`src/rtl/mm_pkg.sv`:
```
// mm_pkg: shared constants for the UART matrix-multiply sequencer.
//   - 3-bit state encodings (also visible on the debug "state" output)
//   - default frame-start and error-reply bytes
//   - mm_addr_w(): element-address width for a MAX_N x MAX_N matrix
package mm_pkg;

  localparam logic [2:0] ST_IDLE    = 3'd0;
  localparam logic [2:0] ST_SIZE    = 3'd1;
  localparam logic [2:0] ST_RECV_A  = 3'd2;
  localparam logic [2:0] ST_RECV_B  = 3'd3;
  localparam logic [2:0] ST_START   = 3'd4;
  localparam logic [2:0] ST_COMPUTE = 3'd5;
  localparam logic [2:0] ST_SEND    = 3'd6;
  localparam logic [2:0] ST_ERR     = 3'd7;

  localparam logic [7:0] SYNC_BYTE_DEF = 8'hA5;
  localparam logic [7:0] ERR_BYTE_DEF  = 8'hEE;

  // Width of a row-major element index for up to max_n*max_n elements.
  function automatic int mm_addr_w(input int max_n);
    return $clog2(max_n * max_n);
  endfunction

endpackage

```
`src/rtl/mm_byte_counter.sv`:
```
// mm_byte_counter: up-counter that wraps to zero after reaching a run-time
// limit. Used for the element index (rx writes and tx reads) and for the byte
// index inside a transmitted result word.
// Ports:
//   clk, rst_n  clock, asynchronous active-low reset
//   clr_i       synchronous clear (wins over inc_i)
//   inc_i       advance by one; wraps to 0 when count_o == limit_i
//   limit_i     last value of the count sequence
//   count_o     current count
//   last_o      count_o == limit_i (combinational)
module mm_byte_counter #(
  parameter int W = 4
) (
  input  logic         clk,
  input  logic         rst_n,
  input  logic         clr_i,
  input  logic         inc_i,
  input  logic [W-1:0] limit_i,
  output logic [W-1:0] count_o,
  output logic         last_o
);

  logic [W-1:0] count_q;
  logic [W-1:0] count_d;

  assign last_o  = (count_q == limit_i);
  assign count_o = count_q;

  always_comb begin
    count_d = count_q;
    if (clr_i) begin
      count_d = '0;
    end else if (inc_i) begin
      count_d = last_o ? '0 : count_q + W'(1);
    end
  end

  always_ff @(posedge clk or negedge rst_n) begin
    if (!rst_n) begin
      count_q <= '0;
    end else begin
      count_q <= count_d;
    end
  end

endmodule

```
`src/rtl/mm_seq_controller.sv`:
```
// mm_seq_controller: frames the host byte stream (SYNC, size N, N*N bytes of
// A, N*N bytes of B) into A/B RAM writes, pulses the multiplier, then streams
// the N*N results back RES_BYTES bytes per element, MSB first. A bad size byte
// or an inter-byte timeout inside a frame produces a single error reply.
//
// Handshakes:
//   rx_valid is a one-cycle strobe; a byte is consumed in the cycle it is
//   strobed if rx_enable is high, otherwise it is silently dropped.
//   tx_start is a one-cycle strobe issued only when tx_ready is high and no
//   strobe was issued the previous cycle, because tx_ready only falls one
//   cycle after the transmitter accepts a byte.
//
// Ports:
//   clk, rst_n              clock, asynchronous active-low reset
//   rx_valid, rx_data       received byte strobe and data
//   rx_enable               controller accepts bytes (IDLE/SIZE/RECV_A/RECV_B)
//   tx_ready                transmitter idle
//   tx_start, tx_err        send strobe; tx_err selects ERR_BYTE
//   tx_byte_sel             byte of result word to send (0 = MSB)
//   res_addr                result RAM read address
//   wr_en_a, wr_en_b        write rx_data into A/B RAM at wr_addr
//   wr_addr                 row-major element index of the current A/B byte
//   mult_start, mult_done   multiplier start pulse / completion
//   matrix_size             latched N
//   state                   FSM state (debug)
//   error                   sticky error flag, cleared by the next SYNC byte
module mm_seq_controller
  import mm_pkg::*;
#(
  parameter int         MAX_N     = 8,
  parameter int         RES_BYTES = 2,
  parameter logic [7:0] SYNC_BYTE = SYNC_BYTE_DEF,
  parameter logic [7:0] ERR_BYTE  = ERR_BYTE_DEF,
  parameter int         TIMEOUT   = 1_000_000
) (
  input  logic                          clk,
  input  logic                          rst_n,
  input  logic                          rx_valid,
  input  logic [7:0]                    rx_data,
  output logic                          rx_enable,
  input  logic                          tx_ready,
  output logic                          tx_start,
  output logic                          tx_err,
  output logic [1:0]                    tx_byte_sel,
  output logic [mm_addr_w(MAX_N)-1:0]   res_addr,
  output logic                          wr_en_a,
  output logic                          wr_en_b,
  output logic [mm_addr_w(MAX_N)-1:0]   wr_addr,
  output logic                          mult_start,
  input  logic                          mult_done,
  output logic [3:0]                    matrix_size,
  output logic [2:0]                    state,
  output logic                          error
);

  localparam int         AW     = mm_addr_w(MAX_N);
  localparam int         BW     = (RES_BYTES > 1) ? $clog2(RES_BYTES) : 1;
  localparam int         TW     = $clog2(TIMEOUT);
  localparam logic [3:0] MAX_N4 = 4'(MAX_N);

  // Elaboration-time guard on the parameter set; the error reply byte must be
  // distinguishable from the frame-start byte on the host side.
  if (MAX_N < 2 || MAX_N > 15 || RES_BYTES < 1 || RES_BYTES > 4 ||
      TIMEOUT < 2 || SYNC_BYTE == ERR_BYTE) begin : g_param_check
    $error("mm_seq_controller: illegal parameter set");
  end

  logic [2:0]    state_q, state_d;
  logic [3:0]    n_q, n_d;
  logic          error_q, error_d;
  logic [TW-1:0] tmo_q, tmo_d;
  logic          tx_pend_q;

  logic          tmo_run;
  logic          tmo_hit;
  logic          size_ok;
  logic          cnt_clr;
  logic          elem_inc;
  logic          bsel_inc;
  logic [7:0]    nn;
  logic [AW-1:0] elem_limit;
  logic [AW-1:0] elem;
  logic          elem_last;
  logic [BW-1:0] bsel;
  logic          bsel_last;

  // N*N-1 fits AW bits for every legal N, so the cast drops only zeros.
  assign nn         = {4'b0, n_q} * {4'b0, n_q};
  assign elem_limit = AW'(nn - 8'd1);

  assign size_ok = (rx_data[7:4] == 4'd0) && (rx_data[3:0] >= 4'd2) &&
                   (rx_data[3:0] <= MAX_N4);
  assign tmo_hit = (tmo_q == TW'(TIMEOUT - 1));

  // Both counters restart on every state change, so each phase (RECV_A,
  // RECV_B, SEND) begins at element 0 / byte 0.
  assign cnt_clr = (state_d != state_q);

  mm_byte_counter #(.W(AW)) u_elem_cnt (
    .clk     (clk),
    .rst_n   (rst_n),
    .clr_i   (cnt_clr),
    .inc_i   (elem_inc),
    .limit_i (elem_limit),
    .count_o (elem),
    .last_o  (elem_last)
  );

  mm_byte_counter #(.W(BW)) u_bsel_cnt (
    .clk     (clk),
    .rst_n   (rst_n),
    .clr_i   (cnt_clr),
    .inc_i   (bsel_inc),
    .limit_i (BW'(RES_BYTES - 1)),
    .count_o (bsel),
    .last_o  (bsel_last)
  );

  always_comb begin
    state_d    = state_q;
    n_d        = n_q;
    error_d    = error_q;
    tmo_run    = 1'b0;
    elem_inc   = 1'b0;
    bsel_inc   = 1'b0;
    rx_enable  = 1'b0;
    wr_en_a    = 1'b0;
    wr_en_b    = 1'b0;
    mult_start = 1'b0;
    tx_start   = 1'b0;
    tx_err     = 1'b0;

    case (state_q)
      ST_IDLE: begin
        rx_enable = 1'b1;
        if (rx_valid && rx_data == SYNC_BYTE) begin
          state_d = ST_SIZE;
          error_d = 1'b0;
        end
      end
      ST_SIZE: begin
        rx_enable = 1'b1;
        tmo_run   = 1'b1;
        if (rx_valid) begin
          if (size_ok) begin
            n_d     = rx_data[3:0];
            state_d = ST_RECV_A;
          end else begin
            state_d = ST_ERR;
          end
        end else if (tmo_hit) begin
          state_d = ST_ERR;
        end
      end
      ST_RECV_A: begin
        rx_enable = 1'b1;
        tmo_run   = 1'b1;
        if (rx_valid) begin
          wr_en_a  = 1'b1;
          elem_inc = 1'b1;
          if (elem_last) state_d = ST_RECV_B;
        end else if (tmo_hit) begin
          state_d = ST_ERR;
        end
      end
      ST_RECV_B: begin
        rx_enable = 1'b1;
        tmo_run   = 1'b1;
        if (rx_valid) begin
          wr_en_b  = 1'b1;
          elem_inc = 1'b1;
          if (elem_last) state_d = ST_START;
        end else if (tmo_hit) begin
          state_d = ST_ERR;
        end
      end
      ST_START: begin
        mult_start = 1'b1;
        state_d    = ST_COMPUTE;
      end
      ST_COMPUTE: begin
        if (mult_done) state_d = ST_SEND;
      end
      ST_SEND: begin
        if (tx_ready && !tx_pend_q) begin
          tx_start = 1'b1;
          bsel_inc = 1'b1;
          if (bsel_last) begin
            elem_inc = 1'b1;
            if (elem_last) state_d = ST_IDLE;
          end
        end
      end
      ST_ERR: begin
        if (tx_ready && !tx_pend_q) begin
          tx_start = 1'b1;
          tx_err   = 1'b1;
          state_d  = ST_IDLE;
        end
      end
      default: state_d = ST_IDLE;
    endcase

    if (state_d == ST_ERR && state_q != ST_ERR) error_d = 1'b1;

    // A byte arriving in the expiry cycle is taken and restarts the count.
    if (!tmo_run || rx_valid || state_d != state_q) begin
      tmo_d = '0;
    end else begin
      tmo_d = tmo_q + TW'(1);
    end
  end

  always_ff @(posedge clk or negedge rst_n) begin
    if (!rst_n) begin
      state_q   <= ST_IDLE;
      n_q       <= 4'd0;
      error_q   <= 1'b0;
      tmo_q     <= '0;
      tx_pend_q <= 1'b0;
    end else begin
      state_q   <= state_d;
      n_q       <= n_d;
      error_q   <= error_d;
      tmo_q     <= tmo_d;
      tx_pend_q <= tx_start;
    end
  end

  assign res_addr    = elem;
  assign wr_addr     = elem;
  assign tx_byte_sel = 2'(bsel);
  assign matrix_size = n_q;
  assign state       = state_q;
  assign error       = error_q;

endmodule

```
`config.mk`:
```
export PLATFORM = sky130hd
export DESIGN_NAME = mm_seq_controller
export DESIGN_NICKNAME = d
export VERILOG_FILES = /design/src/rtl/mm_pkg.sv /design/src/rtl/mm_byte_counter.sv /design/src/rtl/mm_seq_controller.sv
export SDC_FILE = /design/constraint.sdc
export NUM_CORES = 1
export LEC_CHECK = 0
export ABC_AREA = 1
export CAP_MARGIN = 20
export CORE_ASPECT_RATIO = 1.75
export CORE_MARGIN = 5
export CORE_UTILIZATION = 54
export DETAILED_ROUTE_END_ITERATION = 10
export PLACE_DENSITY_LB_ADDON = 0.1
export SLEW_MARGIN = 5
export SYNTH_ARGS = -nofsm -noshare
export SYNTH_HDL_FRONTEND = slang
export SYNTH_SLANG_ARGS = --single-unit
```
`constraint.sdc`:
```
create_clock -name clk -period 3.6 [get_ports clk]
set_input_delay 0.54 -clock clk [delete_from_list [all_inputs] [get_ports clk]]
set_output_delay 0.54 -clock clk [all_outputs]
set_load 0.1 [all_outputs]
```
==> metrics.txt, run 1 <==
ys flop type dfrtp_1; critical path type flip-flop to flip-flop; Post-synth EDFFs 0; Reg area 907 sq um; PwrDens between 800 and 900 nW/um^2; fin crit period about 3.4 ns; Net Sw Frac ~57%; share of cells above drive strength 1 17.8%; I/O Buffers 39; DR DRC count 0; final hold violations 0; Yosys warnings 0; asr flop ratio synth 100%; Via density 5.21; gr usage total about a fifth; top achievable clock speed about 300 MHz; clock latency at the later pin of the worst-skew pair ~0.29 ns; top-area cell type share of the netlist area approximately a third; status finished clean; largest cells by area after synthesis dfrtp_1 (34%), nand2_1 (11%), inv_1 (8.8%); WP data arrival roughly 3.6 ns; initial antenna violation count 0; Worst R2R Path Depth 19; CP Buf/Inv Count 1; 1st-iter DRT viols roughly 110; Final nets 427; CP Data Required Time roughly 3.8 ns; vias in the first global route between 2000 and 2500; combinational group share of total power between 70 and 80%; CP max-delay cell dfrtp_4; crit start category flip-flop; CTS tree built; clock slew at reported path FFs ~0.070 ns; dpl hpwl ~4700 um; Max FO, Critical Path 8; die area approximately 6500 sq um; global-route wire length before repair 10300 um; most common cell after layout, fill and taps aside nand2_1; worst path cell trace nand2_4, ha_1, xor2_1, xor2_1, ha_1, ha_4, nand3b_1, nand3_1, nand3_2, nor2_4, nand3_4, nand2_1, nand3_1, nand2_1, nand3_2, a21oi_4, nand3_4, clkbuf_16, nor2_2; Final Core Density slightly below 70%; std cell rows 33; skew final 0.00422 ns; CTS Buf Count 5; pin count of the biggest net entering global routing 37; area of the multi-input gates approximately 1400 sq um; routed len/inst around 14 um; Lkg Pwr around 1.5 nW; die height slightly above 100 um; CTS H-tree depth 2; cell taking the most area after synthesis dfrtp_1; reg2reg end tmo_q[15]; fillers between 400 and 500; synthesized area 2650 sq um; Avg Cell Area, Syn 7.15 sq um; die span in x roughly 63 um; Final ANT Viol Nets 0; Relative slew margins around a third; clock power share 10.5%; Setup-failing EPs final 0; Seq pwr share a little under a fifth; num ports 41; commonest cells after routing, fill and taps aside nand2_1 (76), inv_1 (61), nor2_1 (34), dfrtp_1 (33), clkdlybuf4s50_1 (32); Root Buffer clkbuf_8; total congestion overflow 0; FF-to-FF setup slack approximately 0.20 ns; Initial Util 56.2%; routed wire length 6360 um; DR vias ~2400; core area 4710 sq um; actual slew at the worst max-slew pin 0.981 ns; clk buf depth 2; Worst R2R Start matrix_size[3]; clock sink count 36; Layout area overhead 21.6%; Worst path depth 19; Sw Pwr between 1.5 and 2 mW; Peak VDD IR about 1 mV; DRT Pass-1 Iters 4; Syn Inst Count 370; max cap viols 0; Synth cell types 33; Max Slew Vio Count 0; worst min path class primary input to asynchronous set/reset pin; Tcrit/Tclk final approximately 95%; CP Capture Type flip-flop; final RePlAce weighted congestion 0.911; Design Power between 2 and 3 mW; Pint approximately 1.2 mW; Synth Register Bits 36; Slowest Stage Delay on Critical Path slightly above 0.5 ns; syn_nets between 300 and 400; # diodes 0; register area share after synthesis between 30% and 40%; Crit path max-delay family simple AND/OR/NAND/NOR gates
==> worst max-delay path by stage <==
stage / from / to / slack, ns
after floorplan: matrix_size[1] / u_elem_cnt.count_o[1] / 0.003
after global placement: matrix_size[3] / u_bsel_cnt.count_o / 0.22
after detailed placement: matrix_size[3] / u_bsel_cnt.count_o / 0.1
after CTS: matrix_size[3] / u_bsel_cnt.count_o / 0.07
after global routing: matrix_size[3] / tmo_q[15] / -0.04
final: matrix_size[3] / tmo_q[15] / 0.20
==> cell families after synthesis <==
| family | count (synthesis) | synth area share (%) |
|---|---|---|
| AO/OA/AOI/OAI | 23 | 5.15 |
| XOR/XNOR | 17 | 5.63 |
| adder cells (fa/ha/maj) | 6 | 2.84 |
| buffers and inverters | 80 | 13.8 |
| flip-flops | 36 | 34.0 |
| other | 1 | 0.142 |
| AND/OR/NAND/NOR | 207 | 38.4 |
==> Yosys cell counts, types with 6 or more instances <==
cell and instances:
a21oi_1 7, buf_4 10, dfrtp_1 36, ha_1 6, inv_1 62, nand2_1 79
nand2_2 6, nand3_1 17, nand4_1 25, nor2_1 35, nor2_2 22, nor3_1 11
o21ai_0 9, xor2_1 14
==> registers in the layout, summed over array words and instances (netlist names) <==
signal / count
error: 1
matrix_size: 4
state: 3
tmo_q: 20
tx_pend_q: 1
u_bsel_cnt.count_o: 1
u_elem_cnt.count_o: 6
==> power by group through the flow <==
| stage | registers, mW | logic, mW | clock network [mW] |
|---|---|---|---|
| after floorplan | 0.742 | 1.34 | 0 |
| after global placement | 0.540 | 1.85 | 0 |
| after detailed placement | 0.539 | 1.89 | 0 |
| after CTS | 0.531 | 1.90 | 0.309 |
| after global routing | 0.543 | 2.25 | 0.329 |
| final | 0.536 | 2.05 | 0.302 |
==> final cells by class <==
cell class	count	share of cell area (%)
multi-input cells	254	44.4
flip-flops and latches	36	28.2
repair buffers	47	15.1
inverters	64	7.46
clock buffers	8	2.80
well taps	52	2.02
==> routing by layer <==
layer  part of all wire (%)  vias up  track usage [%]  wire length (um)
li1                       -     1234                -                 -
met1                     37     1125             19.7              2360
met2                     59       35             40.1              3760
met3                    2.1        9             2.73               133
met4                    1.7        0             6.70               108
met5                      0        -                0                 0
==> worst register-to-register path: stages, from the launching register on <==
cell and delay (ns):
dfrtp_4 0.51, nand2_4 0.09, ha_1 0.23, xor2_1 0.16
xor2_1 0.17, ha_1 0.28, ha_4 0.25, nand3b_1 0.17
nand3_1 0.10, nand3_2 0.10, nor2_4 0.18, nand3_4 0.13
nand2_1 0.08, nand3_1 0.07, nand2_1 0.10, nand3_2 0.11
a21oi_4 0.18, nand3_4 0.14, clkbuf_16 0.20, nor2_2 0.08
==> timing repair <==
item | 4_1_cts | 5_1_grt
buffers inserted | 0 | 2
hold buffers | 0 | 0
endpoints found under the setup margin | 0 | 27
gates resized for setup | 0 | 10
==> through the flow <==
step / TNS, ns / area [sq um] / hold WS (ns) / setup WS [ns] / std cells
3_3_place_gp: 0 / 3010 / 0.463 / 0.221 / 448
4_1_cts: 0 / 3100 / 0.363 / 0.0730 / 456
2_1_floorplan: 0 / 2660 / 0.244 / 0.00299 / 370
6_report: 0 / 3220 / 0.344 / 0.197 / 461
5_1_grt: -0.515 / 3220 / 0.410 / -0.0427 / 461
3_5_place_dp: 0 / 3010 / 0.467 / 0.0992 / 448
No activity file was read; power rests on OpenSTA's default activity.
==> inputs of run 2 (changes only) <==
--- a/config.mk
+++ b/config.mk
@@ -11,8 +11,10 @@
 export CORE_MARGIN = 5
 export CORE_UTILIZATION = 54
 export DETAILED_ROUTE_END_ITERATION = 10
+export GPL_TIMING_DRIVEN = 0
 export PLACE_DENSITY_LB_ADDON = 0.1
-export SLEW_MARGIN = 5
+export SKIP_LAST_GASP = 1
+export SLEW_MARGIN = 20
 export SYNTH_ARGS = -nofsm -noshare
 export SYNTH_HDL_FRONTEND = slang
 export SYNTH_SLANG_ARGS = --single-unit
==> metrics.txt, run 2 (same netlist as run 1, synthesis figures left out) <==
core area 4710 sq um (unchanged); max FFs per register 20 (unchanged); CTS H-tree depth 2 (unchanged); gr usage total 19.7% (was 19.6%); global-route wire length before repair 10300 um (about the same); DR DRC count 0 (unchanged); most common cell after layout, fill and taps aside nand2_1 (unchanged); fin crit period 3.43 ns (was 3.40 ns); Reg area 907 sq um (unchanged); Design Power 2.91 mW (was 2.88 mW); crit start category flip-flop (unchanged); clock latency at the later pin of the worst-skew pair 0.29 ns (about the same); Worst R2R Path Depth 21 (was 19); Initial Util 56.2% (unchanged); pin count of the biggest net entering global routing 24 (was 37); I/O Buffers 39 (unchanged); Final nets 440 (was 427); reg2reg end tmo_q[18] (was tmo_q[15]); Max FO, Critical Path 5 (was 8); FF-to-FF setup slack 0.17 ns (was 0.20 ns); WP data arrival 3.65 ns (was 3.63 ns); clock sink count 36 (unchanged); Biggest register tmo_q (unchanged); CP Data Required Time 3.82 ns (was 3.83 ns); PwrDens 876 nW/um^2 (was 896 nW/um^2); Max Slew Vio Count 0 (unchanged); Lkg Pwr 1.56 nW (was 1.50 nW); routed wire length 6210 um (was 6360 um); die span in x 62.9 um (unchanged); Relative slew margins 34.6% (was 34.4%); RSZ-0062 raised after global routing no; commonest cells after routing, fill and taps aside nand2_1 (76), inv_1 (62), clkdlybuf4s50_1 (38), nor2_1 (34), dfrtp_1 (33) (was nand2_1 (76), inv_1 (61), nor2_1 (34), dfrtp_1 (33), clkdlybuf4s50_1 (32)); DRT Pass-1 Iters 5 (was 4); CTS Hold Bufs 0 (unchanged); 1st-iter DRT viols 105 (was 111); share of cells above drive strength 1 18.3% (was 17.8%); clock slew at reported path FFs 0.07 ns (about the same); critical path type flip-flop to flip-flop (unchanged); Via density 5.28 (was 5.21); num ports 41 (unchanged); CTS Buf Count 5 (unchanged); CP Capture Type flip-flop (unchanged); worst min path class primary input to asynchronous set/reset pin (unchanged); Layout area overhead 25.5% (was 21.6%); top achievable clock speed 292 MHz (was 294 MHz); Crit. Startpoint matrix_size[3] (unchanged); status finished clean (unchanged); final hold violations 0 (unchanged); # diodes 0 (unchanged); total congestion overflow 0 (unchanged); std cell rows 33 (unchanged); routed len/inst 13.1 um (was 13.8 um); actual slew at the worst max-slew pin 0.979 ns (was 0.981 ns); Peak VDD IR 0.938 mV (was 1.02 mV); clk buf depth 2 (unchanged); die area 6460 sq um (unchanged); Setup-failing EPs final 0 (unchanged); die height 103 um (unchanged); Root Buffer clkbuf_8 (unchanged); Place WS 0.0528 ns (was 0.0992 ns); fillers 395 (was 426); Tcrit/Tclk final 95.2% (was 94.5%); Final ANT Viol Nets 0 (unchanged); initial antenna violation count 0 (unchanged); max cap viols 0 (unchanged); setup TNS 0 ns (unchanged); CTS tree built (unchanged); area of the multi-input gates 1430 sq um (about the same); dpl hpwl 4790 um (was 4720 um); vias in the first global route 2433 (was 2374); final instance area 3320 sq um (was 3220 sq um); Worst R2R Start matrix_size[3] (unchanged); crit path to tmo_q[18] (was tmo_q[15]); worst setup margin 0.172 ns (was 0.197 ns); Placement Cell Area 3140 sq um (was 3010 sq um); skew final 0.00388 ns (was 0.00422 ns); final RePlAce weighted congestion 0.924 (was 0.911); DR vias 2498 (was 2403)
==> run 2: cell count changes in the layout (fill, tap and decap cells not counted), sizes merged <==
cell | before | now
buf | 13 | 21
clkdlybuf4s50 | 32 | 38
clkbuf | 10 | 7
clkinv | 0 | 1
==> run 2: power by group <==
| group | total [mW] | leakage, nW | internal [mW] | switching (mW) |
|---|---|---|---|---|
| clock | 0.271 | 0.0410 | 0.132 | 0.139 |
| sequential | 0.499 | 0.474 | 0.451 | 0.0488 |
| combinational | 2.14 | 1.04 | 0.697 | 1.44 |
| total | 2.91 | 1.56 | 1.28 | 1.63 |
==> run 2: metrics by stage <==
| step | util (%) | instances | hold slack [ns] |
|---|---|---|---|
| CTS | 68.3 | 469 | 0.158 |
| detailed placement | 66.7 | 462 | 0.460 |
| global route | 70.6 | 473 | 0.177 |
| global placement | 66.2 | 461 | 0.456 |
| floorplan | - | 370 | 0.244 |
| finish | 70.6 | 473 | 0.155 |
==> run 2: layout make-up <==
cell class / instances / area share, %
flip-flops and latches: 36 / 27.3
multi-input cells: 254 / 42.9
repair buffers: 44 / 13.9
clock buffers: 6 / 2.18
plain buffers: 16 / 4.37
clock inverters: 1 / 0.151
well taps: 52 / 1.96
inverters: 64 / 7.23
==> run 2: worst min-delay path by stage <==
stage                     startpoint  depth (start not counted)  slack, ns        to
after floorplan                rst_n                          0       0.24     error
after global placement      tmo_q[0]                          1       0.46  tmo_q[0]
after detailed placement    tmo_q[0]                          1       0.46  tmo_q[0]
after CTS                      rst_n                          1       0.16  tmo_q[2]
after global routing           rst_n                          1       0.18  tmo_q[1]
final                          rst_n                          1       0.15  tmo_q[2]
==> run 2: metal layers <==
metal  vias up  track usage (%)  routed length, um
li1       1259                -                  -
met4         0             8.82                184
met5         -                0                  0
met3        15             3.27                163
met2        46             39.9               3620
met1      1178             18.7               2240
==> run 2: worst max-delay path, stage by stage (launching register included) <==
cell and delay [ns]:
dfrtp_4 0.51, nand2_4 0.09, ha_1 0.23, xor2_1 0.16
xor2_1 0.19, ha_1 0.28, ha_4 0.22, nand3b_1 0.17
nand3_1 0.11, nand3_2 0.10, nor2_4 0.17, nand4_1 0.13
nand2_1 0.10, nand2_1 0.06, nand2_1 0.08, nand2_2 0.06
nand2_2 0.08, nand2_1 0.08, nand2_4 0.12, nand3_4 0.13
clkbuf_16 0.20, nor2_2 0.07
==> run 2: timing repair <==
item / in CTS / in global routing
setup buffers: 0 / 3
resized for setup: 0 / 12
setup endpoints to repair: 0 / 26
